### config.mk
export PLATFORM = sky130hd
export DESIGN_NAME = inst_intensity_gen
export DESIGN_NICKNAME = d
export VERILOG_FILES = /design/src/rtl/inst_intensity_gen.sv
export SDC_FILE = /design/constraint.sdc
export NUM_CORES = 1
export LEC_CHECK = 0
export CAP_MARGIN = 20
export CORE_MARGIN = 1.5
export CORE_UTILIZATION = 52
export DETAILED_ROUTE_END_ITERATION = 10
export GPL_ROUTABILITY_DRIVEN = 0
export PLACE_DENSITY = 0.76
export RECOVER_POWER = 100
export SYNTH_ARGS = -nofsm -noshare
export SYNTH_HDL_FRONTEND = slang
export SYNTH_SLANG_ARGS = --single-unit
### constraint.sdc
create_clock -name clk -period 13.45 [get_ports clk]
set_clock_uncertainty 0.2 [all_clocks]
set_input_delay 1.345 -clock clk [delete_from_list [all_inputs] [get_ports clk]]
set_output_delay 1.345 -clock clk [all_outputs]
set_load 0.03 [all_outputs]
### src/rtl/inst_intensity_gen.sv
// Per-instrument visual envelope generator: latches hits during the frame, then
// once per frame refreshes or decays each instrument's level, one per cycle.
module inst_intensity_gen #(
  parameter int INSTRUMENT_COUNT = 3,
  parameter int UPDATE_LINE      = 720
) (
  input  logic                        clk,
  input  logic                        rst,
  input  logic [10:0]                 h_count,
  input  logic [9:0]                  v_count,
  input  logic [INSTRUMENT_COUNT-1:0] hit,
  input  logic [6:0]                  hit_velocity [INSTRUMENT_COUNT],
  input  logic [9:0]                  decay,
  output logic [7:0]                  inst_intensity [INSTRUMENT_COUNT],
  output logic                        busy
);

  localparam int IDX_W = (INSTRUMENT_COUNT > 1) ? $clog2(INSTRUMENT_COUNT) : 1;
  localparam logic [IDX_W-1:0] LAST_IDX = IDX_W'(INSTRUMENT_COUNT - 1);

  typedef enum logic {IDLE, UPDATE} state_t;

  state_t                      state;
  logic [IDX_W-1:0]            idx;
  logic [6:0]                  level    [INSTRUMENT_COUNT];
  logic [6:0]                  pend_vel [INSTRUMENT_COUNT];
  logic [INSTRUMENT_COUNT-1:0] pending;
  logic [INSTRUMENT_COUNT-1:0] serve;
  logic [INSTRUMENT_COUNT-1:0] hit_ok;
  logic [6:0]                  cur_level;
  logic [6:0]                  decayed;
  logic                        tick;
  logic                        decay_unused;

  assign tick         = (h_count == 11'd0) && (v_count == 10'(UPDATE_LINE));
  assign decay_unused = ^decay[1:0];

  always_comb begin
    serve     = '0;
    hit_ok    = '0;
    cur_level = '0;
    for (int i = 0; i < INSTRUMENT_COUNT; i++) begin
      hit_ok[i] = hit[i] && (hit_velocity[i] != 7'd0);
      if (idx == IDX_W'(i)) begin
        cur_level = level[i];
        serve[i]  = (state == UPDATE);
      end
    end
  end

  // One shared 7x8 multiplier; the level is the top 7 bits of the 15-bit product.
  assign decayed = 7'(({8'd0, cur_level} * {7'd0, decay[9:2]}) >> 8);

  always_ff @(posedge clk) begin
    if (rst) begin
      state   <= IDLE;
      idx     <= '0;
      busy    <= 1'b0;
      pending <= '0;
      for (int i = 0; i < INSTRUMENT_COUNT; i++) begin
        level[i]          <= '0;
        pend_vel[i]       <= '0;
        inst_intensity[i] <= '0;
      end
    end else begin
      case (state)
        IDLE: begin
          if (tick) begin
            state <= UPDATE;
            idx   <= '0;
            busy  <= 1'b1;
          end
        end
        UPDATE: begin
          if (idx == LAST_IDX) begin
            state <= IDLE;
            busy  <= 1'b0;
          end else begin
            idx <= idx + IDX_W'(1);
          end
        end
      endcase

      for (int i = 0; i < INSTRUMENT_COUNT; i++) begin
        if (serve[i]) begin
          pending[i] <= 1'b0;
          if (pending[i]) begin
            level[i]          <= pend_vel[i];
            inst_intensity[i] <= {1'b1, pend_vel[i]};
          end else begin
            level[i]          <= decayed;
            inst_intensity[i] <= {1'b0, decayed};
          end
        end
        // A hit landing on its own service slot starts a fresh pending entry.
        if (hit_ok[i]) begin
          pending[i] <= 1'b1;
          if (!(pending[i] && !serve[i] && (pend_vel[i] >= hit_velocity[i])))
            pend_vel[i] <= hit_velocity[i];
        end
      end
    end
  end

endmodule
Word level (Yosys, flattened, before mapping):

Memories as Yosys holds them, arrays and structs flattened.
Cells that the tools add are included.

* bits in writable memories: 42
* word-level logic and storage cells: 126
* bits in registers: 31
* memories: 2
* input bits: 57

Memory list
* level: depth 3, bits a word 7, rd ports 3, clocked after memory_dff 0, wr ports 3, RTL line 25 `logic [6:0] level [INSTRUMENT_COUNT];`
* pend_vel: depth 3, bits a word 7, rd ports 3, clocked after memory_dff 0, wr ports 3, RTL line 26 `logic [6:0] pend_vel [INSTRUMENT_COUNT];`

* $lt $le $gt $ge: 3
* eq/ne operators: 6
* $add $sub $neg: 1
* bitwise gates (word level): 10
* reductions and logical operators: 23
* multiplexer cells: 71
* multipliers: 1

Operators with widths (count)
* $mux W7: 12
* $mux W1: 51
* $mux W8: 3
* $ge A7 B7 Y1: 3
* $reduce_bool A7 Y1: 3
* $mul A7 B8 Y15: 1
* $logic_not A11 Y1: 1
* $eq A10 B10 Y1 const B: 1
* $logic_and A1 B1 Y1: 10
* $or A1 B1 Y1: 9
* $reduce_bool A2 Y1: 3
* $mux W2: 2
* $ne A2 B2 Y1 const B: 2
* $pmux W1 S2: 2
* $pmux W2 S2: 1
* $reduce_and A2 Y1: 2
* $logic_not A1 Y1: 3
* $add A2 B1 Y2 const B: 1
* $eq A2 B1 Y1 const B: 1
* $eq A2 B2 Y1 const B: 1
* $logic_not A2 Y1: 1
* $ne A2 B1 Y1 const B: 1
* $not A1 Y1: 1

Logic depth before layout (Yosys ltp):

Gate-level depths: netlist of run 1.

* word-level depth: 10
* depth in mapped cells: 23
* gate-level depth less buffers: 22

Worst setup path after synthesis of run 1:

OpenSTA, ideal clock, no wires.

* kind: in2reg
* start point: input decay[5]
* end point: memory level[1][3] (data pin)
* data arrival time: 5.460 ns
* required time: 13.119 ns
* slack: 7.660 ns
* buffers on the path: 0
* setup time: 0.131 ns
* stages on the path: 16
* cell sequence: and2_1 fa_1 inv_1 fa_1 inv_1 fa_1 inv_1 fa_1 inv_1 ha_1 and4_1 and2_1 a41oi_4 mux2_2 nor2_1 o221a_2

RTL lines
* start: declaration: RTL line 13 `input logic [9:0] decay,`
* end: declaration: RTL line 25

==> flow_metrics.env, run 1 <==
export IMPL_status="complete, no violations"
export IMPL_hold_violations=0
export IMPL_final_net_count=852
export IMPL_hold_buffers=0
export IMPL_insertion_delay_ns=0.34
export IMPL_grt_max_degree=29
export IMPL_relSlewSlack_pct=12.73
export IMPL_initial_core_util_pct=53.73
export IMPL_dr_pass1_iters=6
export IMPL_slowest_delay_ns=0.89
export IMPL_fin_area_sq_um=6999
export IMPL_min_path_type="flip-flop to flip-flop"
export IMPL_grtUsageTotal_pct=27.28
export IMPL_regArea_sq_um=1882
export IMPL_worstSetupStartpoint="idx[1]$_SDFFE_PP0P_"
export IMPL_htree_levels=3
export IMPL_final_layout_size_suffix_gt1_share_pct=4.324
export IMPL_multiInputGateArea_sq_um=3651
export IMPL_crit_end="level[0][5]$_SDFFCE_PP0P_"
export IMPL_r2r_cells=18
export IMPL_cp_start_kind="flip-flop"
export IMPL_rows=38
export IMPL_avgSynthCellArea_sq_um=9.124
export IMPL_ys_warn_count=0
export IMPL_num_antenna_cells=0
export IMPL_wl_per_cell_um=18.09
export IMPL_synth_top_cell_area_share_pct=21.47
export IMPL_rsz0062_at_grt="false"
export IMPL_clock_sinks=73
export IMPL_die_height_um=109.3
export IMPL_maxSlewViolCount=0
export IMPL_routed_wl_um=15500
export IMPL_floorplan_io_pins=82
export IMPL_cts_root_buf="clkbuf_16"
export IMPL_synth_async_reset_ratio_pct=0
export IMPL_drtAntennaViolNets=0
export IMPL_ys_seq_area_share_pct=32.03
export IMPL_cts_resized=0
export IMPL_cp_depth=18
export IMPL_ys_types=64
export IMPL_worstMarginPinSlew_ns=1.309
export IMPL_r2r_slack_ns=5.79
export IMPL_drtIter0Drc=507
export IMPL_crit_family="compound AO/OA/AOI/OAI gates"
export IMPL_fp_coreArea_sq_um=10940
export IMPL_required_ns=13.45
export IMPL_worst_slack_ns=5.789
export IMPL_grt_pass1_wl_um=25100
export IMPL_overflow=0
export IMPL_arrival_ns=7.66
export IMPL_timing_rr_end="level[0][5]$_SDFFCE_PP0P_"
export IMPL_crit_path_end_kind="flip-flop"
export IMPL_dieArea_sq_um=11950
export IMPL_post_place_ws_ns=6.594
export IMPL_syn2layout_area_growth_pct=19.12
export IMPL_critPathSlowestCell="a211oi_1"
export IMPL_r2r_start="idx[1]$_SDFFE_PP0P_"
export IMPL_ys_flop_type="edfxtp_1"
export IMPL_ir_drop_mv=0.06500
export IMPL_dpl_instance_area_sq_um=6760
export IMPL_worst_hold_slack_ns=0.2533
export IMPL_drc_errors=0
export IMPL_cts_tree="built"
export IMPL_power_leakage_nw=3.040
export IMPL_power_density_nw_per_um2=99.26
export IMPL_port_buffers=79
export IMPL_ys_ff_latch=73
export IMPL_vias=5198
export IMPL_synthTopCellsByArea="edfxtp_1, ha_1, dfxtp_1"
export IMPL_synth_edf_count=42
export IMPL_synth_cells=644
export IMPL_period_needed_ns=7.661
export IMPL_vias_per_cell=6.065
export IMPL_clockBufferDepth=2
export IMPL_setup_viol=0
export IMPL_path_buf_inv=3
export IMPL_postLayoutCoreUtil_pct=64.00
export IMPL_max_cap_violations=0
export IMPL_setup_tns_ns=0
export IMPL_hpwl_um=11660
export IMPL_fillCellCount=936
export IMPL_crit_chain="inv_1 > ha_1 > a21oi_1 > o21ai_0 > and2_0 > fa_1 > fa_1 > fa_1 > inv_1 > fa_1 > inv_1 > ha_1 > and4_1 > and2_0 > a41oi_1 > o211ai_1 > a211oi_1 > o221a_2"
export IMPL_synth_area_sq_um=5876
export IMPL_crit_fanout=17
export IMPL_cts_clk_slew_worst_paths_ns=0.06
export IMPL_post_cts_buffers=0
export IMPL_hold_depth=2
export IMPL_max_freq_ghz=0.1305
export IMPL_synth_top_cell_by_area="edfxtp_1"
export IMPL_crit_type="flip-flop to flip-flop"
export IMPL_antenna_found_initial=0
export IMPL_cts_made_buffers=9
export IMPL_die_w_um=109.3
export IMPL_syn_nets=784
export IMPL_period_share_pct=56.96
export IMPL_cpMostUsedCell="fa_1"
export IMPL_first_global_vias=5136
==> cells by family after synthesis <==
group                      after synthesis  share of synthesized area [%]
AOI/OAI and AO/OA                      151                          18.57
DFF                                     73                          32.03
and+or+nand+nor                        254                          22.13
xor gates and xnor gates                 3                         0.5751
muxes                                    2                         0.3620
adders and majority gates               83                          21.25
buffers and inverters                   78                          5.089
==> Yosys cell counts, drive strengths merged (3+ instances only) <==
cell,number
a2111oi,7
a211oi,9
a21o,12
a21oi,40
a22o,5
a311o,3
a31o,4
and2,67
and3,3
and4,3
buf,5
clkbuf,21
dfxtp,31
edfxtp,42
fa,28
ha,55
inv,51
nand2,74
nand2b,4
nand3,22
nand3b,6
nor2,31
nor2b,3
nor3,21
nor4,5
o211ai,6
o21a,3
o21ai,34
o21bai,3
o221a,7
or3,6
or4,4
xnor2,3
==> through the flow <==
stage | power [mW] | instances
after CTS | 0.6953 | 856
after global routing | 0.7268 | 857
after global placement | 0.4562 | 840
after floorplan | 0.3932 | 644
final | 0.6948 | 857
after detailed placement | 0.4633 | 840
==> layout make-up <==
| cell class | instances | share of cell area, % |
|---|---|---|
| Clock inverter | 5 | 0.5184 |
| Tap cell | 140 | 2.503 |
| Multi-Input combinational cell | 493 | 52.16 |
| Inverter | 52 | 2.789 |
| Timing Repair Buffer | 83 | 11.51 |
| Sequential cell | 73 | 26.89 |
| Clock buffer | 11 | 3.629 |
==> cells in the final DEF, fill, tap and decap left out, drive strengths merged, types with 6 or more instances in the layout <==
cell / n
a2111oi: 7
nand3b: 6
nand2: 74
a211oi: 9
nand3: 22
clkbuf: 15
o21ai: 34
o211ai: 6
a21oi: 40
or3: 6
nor2: 31
dlygate4sd3: 27
fa: 28
ha: 55
dfxtp: 31
nor3: 21
edfxtp: 42
a21o: 12
o221a: 7
inv: 53
clkdlybuf4s50: 52
and2: 67
==> worst min-delay path by stage <==
stage	startpoint	end	slack (ns)
CTS	busy$_SDFFE_PP0P_	busy$_SDFFE_PP0P_	0.26
global placement	inst_intensity[10]$_SDFFE_PP0P_	inst_intensity[10]$_SDFFE_PP0P_	0.24
floorplan	idx[1]$_SDFFE_PP0P_	idx[1]$_SDFFE_PP0P_	0.26
global route	busy$_SDFFE_PP0P_	busy$_SDFFE_PP0P_	0.28
finish	busy$_SDFFE_PP0P_	busy$_SDFFE_PP0P_	0.25
detailed placement	busy$_SDFFE_PP0P_	busy$_SDFFE_PP0P_	0.25
==> state kept, by name (all words and copies together), names as in the netlist <==
name,count
inst_intensity,24
pend_vel,21
pending,3
busy,1
level,21
state,1
idx,2
==> power breakdown <==
part,switching (mW),internal [mW],total [mW],leakage [nW]
Combinational,0.125,0.0755,0.201,2.20
Clock,0.0976,0.137,0.235,0.147
Sequential,0.0112,0.248,0.259,0.689
==> routing by layer <==
layer  vias to the layer above  part of all wire, %  routed length, um  GRT usage, %
met4                         0                  1.5                235         7.699
met2                       240                   48               7510         47.28
li1                       2439                    -                  -             -
met5                         -                    0                  0             0
met1                      2492                   42               6551         35.34
met3                        27                  7.7               1201         4.268
==> worst register-to-register path: stages (launching register included) <==
cell	delay [ns]
dfxtp_1	0.33
inv_1	0.10
ha_1	0.55
a21oi_1	0.19
o21ai_0	0.77
and2_0	0.27
fa_1	0.41
fa_1	0.49
fa_1	0.56
inv_1	0.06
fa_1	0.53
inv_1	0.04
ha_1	0.37
and4_1	0.21
and2_0	0.16
a41oi_1	0.80
o211ai_1	0.27
a211oi_1	0.89
o221a_2	0.34
Note: power is estimated with default switching activity, not from simulation.
==> run 2: changes to the inputs <==
--- a/config.mk
+++ b/config.mk
@@ -7,10 +7,10 @@
 export LEC_CHECK = 0
 export CAP_MARGIN = 20
 export CORE_MARGIN = 1.5
-export CORE_UTILIZATION = 52
+export CORE_UTILIZATION = 51
 export DETAILED_ROUTE_END_ITERATION = 10
 export GPL_ROUTABILITY_DRIVEN = 0
-export PLACE_DENSITY = 0.76
+export PLACE_DENSITY = 0.78
 export RECOVER_POWER = 100
 export SYNTH_ARGS = -nofsm -noshare
 export SYNTH_HDL_FRONTEND = slang
==> constraint.sdc (replaced) <==
create_clock -name clk -period 6.92 [get_ports clk]
set_clock_uncertainty 0.2 [all_clocks]
set_input_delay 0.692 -clock clk [delete_from_list [all_inputs] [get_ports clk]]
set_output_delay 0.692 -clock clk [all_outputs]
set_load 0.03 [all_outputs]
==> flow_metrics.env, run 2 (synthesis results as in run 1) <==
export IMPL_status="complete, no violations"
export IMPL_post_cts_buffers=0
export IMPL_clock_sinks=73
export IMPL_power_density_nw_per_um2=198.0
export IMPL_routed_wl_um=15420
export IMPL_dp_cells=848
export IMPL_arrival_ns=6.72
export IMPL_maxSlewViolCount=0
export IMPL_first_global_vias=5092
export IMPL_syn2layout_area_growth_pct=20.55
export IMPL_num_antenna_cells=0
export IMPL_rows=39
export IMPL_port_buffers=79
export IMPL_fillCellCount=950
export IMPL_vias_per_cell=6.038
export IMPL_setup_tns_ns=0
export IMPL_regArea_sq_um=1882
export IMPL_crit_fanout=10
export IMPL_dieArea_sq_um=12170
export IMPL_max_freq_ghz=0.1491
export IMPL_final_net_count=856
export IMPL_htree_levels=3
export IMPL_power_leakage_nw=3.073
export IMPL_ir_drop_mv=0.1405
export IMPL_slowest_delay_ns=0.75
export IMPL_grt_max_degree=29
export IMPL_multiInputGateArea_sq_um=3671
export IMPL_cts_clk_slew_worst_paths_ns=0.06
export IMPL_worstMarginPinSlew_ns=1.328
export IMPL_cpMostUsedCell="fa_1"
export IMPL_die_height_um=110.3
export IMPL_power_mw=1.402
export IMPL_final_cells=864
export IMPL_insertion_delay_ns=0.34
export IMPL_hpwl_um=11660
export IMPL_die_w_um=110.3
export IMPL_dpl_instance_area_sq_um=6802
export IMPL_cts_root_buf="clkbuf_16"
export IMPL_cts_made_buffers=9
export IMPL_vias=5217
export IMPL_reg_top3="inst_intensity x24, level x21, pend_vel x21"
export IMPL_setup_viol=0
export IMPL_regMostFlops="inst_intensity"
export IMPL_rsz0062_at_grt="false"
export IMPL_crit_type="flip-flop to flip-flop"
export IMPL_antenna_found_initial=0
export IMPL_post_place_ws_ns=0.3322
export IMPL_cts_tree="built"
export IMPL_postLayoutCoreUtil_pct=62.57
export IMPL_drtAntennaViolNets=0
export IMPL_min_path_type="flip-flop to flip-flop"
export IMPL_fin_area_sq_um=7083
export IMPL_final_common_cell="nand2_1"
export IMPL_worst_slack_ns=0.2133
export IMPL_cp_start_kind="flip-flop"
export IMPL_largest_register_ffs=24
export IMPL_hold_violations=0
export IMPL_fp_coreArea_sq_um=11320
export IMPL_relSlewSlack_pct=11.44
export IMPL_final_layout_size_suffix_gt1_share_pct=5.132
export IMPL_wl_per_cell_um=17.84
export IMPL_dr_pass1_iters=5
export IMPL_drtIter0Drc=419
export IMPL_floorplan_io_pins=82
export IMPL_clockBufferDepth=2
export IMPL_period_needed_ns=6.707
export IMPL_overflow=0
export IMPL_grt_pass1_wl_um=24880
export IMPL_final_cell_mix="nand2_1, ha_1, and2_1"
export IMPL_required_ns=6.93
export IMPL_worst_hold_slack_ns=0.2517
export IMPL_drc_errors=0
export IMPL_critPathSlowestCell="o21ai_0"
export IMPL_crit_chain="inv_1 > ha_1 > nand2_1 > nor2_1 > a21oi_1 > o21ai_0 > and2_1 > fa_1 > fa_1 > fa_1 > inv_1 > fa_1 > inv_1 > ha_1 > a21oi_1 > o21ai_0 > a311oi_1 > o21ai_0 > xnor2_2 > clkbuf_2 > a2111oi_1"
export IMPL_grtUsageTotal_pct=26.58
export IMPL_period_share_pct=96.92
export IMPL_max_cap_violations=0
export IMPL_initial_core_util_pct=51.90
export IMPL_crit_path_end_kind="flip-flop"
## run 2: changes by cell type in the layout (fill, tap and decap cells not counted), sizes merged
cell | previous run | this run
dlygate4sd3 | 27 | 28
clkinvlp | 0 | 1
clkbuf | 15 | 14
clkinv | 4 | 2
bufinv | 0 | 2
clkdlybuf4s50 | 52 | 51
buf | 0 | 4
## run 2: worst paths after layout
kind / from / end / slack, ns / cells past startpoint
worst max register to register: idx[0]$_SDFFE_PP0P_ / inst_intensity[4]$_SDFFE_PP0P_ / 0.21 / 21
worst min register to register: inst_intensity[15]$_SDFFE_PP0P_ / inst_intensity[15]$_SDFFE_PP0P_ / 0.25 / 2
worst max-delay path: idx[0]$_SDFFE_PP0P_ / inst_intensity[4]$_SDFFE_PP0P_ / 0.21 / 21
worst min-delay path: inst_intensity[15]$_SDFFE_PP0P_ / inst_intensity[15]$_SDFFE_PP0P_ / 0.25 / 2
## run 2: layout make-up
cell class | count | share of cell area (%)
clock buffers | 10 | 3.233
clock inverters | 6 | 1.272
inverters | 52 | 2.756
multi-input cells | 493 | 51.83
flip-flops and latches | 73 | 26.57
well taps | 143 | 2.526
repair buffers | 87 | 11.82
## run 2: routing by layer
| layer | GRT usage [%] | vias to the layer above | part of all wire [%] |
|---|---|---|---|
| li1 | - | 2449 | - |
| met1 | 34.73 | 2510 | 43 |
| met2 | 45.77 | 231 | 49 |
| met3 | 3.821 | 27 | 7.1 |
| met4 | 7.692 | 0 | 1.8 |
| met5 | 0 | - | 0 |
## run 2: worst max-delay path, delay by kind of cell (launching register included)
kind	cells	cell delay, ns
AO/OA/AOI/OAI	7	2.23
XOR/XNOR	1	0.17
adder cells (fa/ha/maj)	6	2.79
buffers and inverters	4	0.40
flip-flops	1	0.34
AND/OR/NAND/NOR	3	0.45
## run 2: where the power goes
group          switching (mW)  total [mW]  internal [mW]  leakage (nW)
registers              0.0228       0.505          0.482         0.689
clock network           0.187       0.505          0.318         0.153
logic                   0.239       0.392          0.153          2.23
total                   0.449        1.40          0.953          3.07
## run 2: timing repair
| action | CTS | global route |
|---|---|---|
| resized for setup | 0 | 1 |
| setup endpoints to repair | 0 | 4 |
| hold buffers | 0 | 0 |
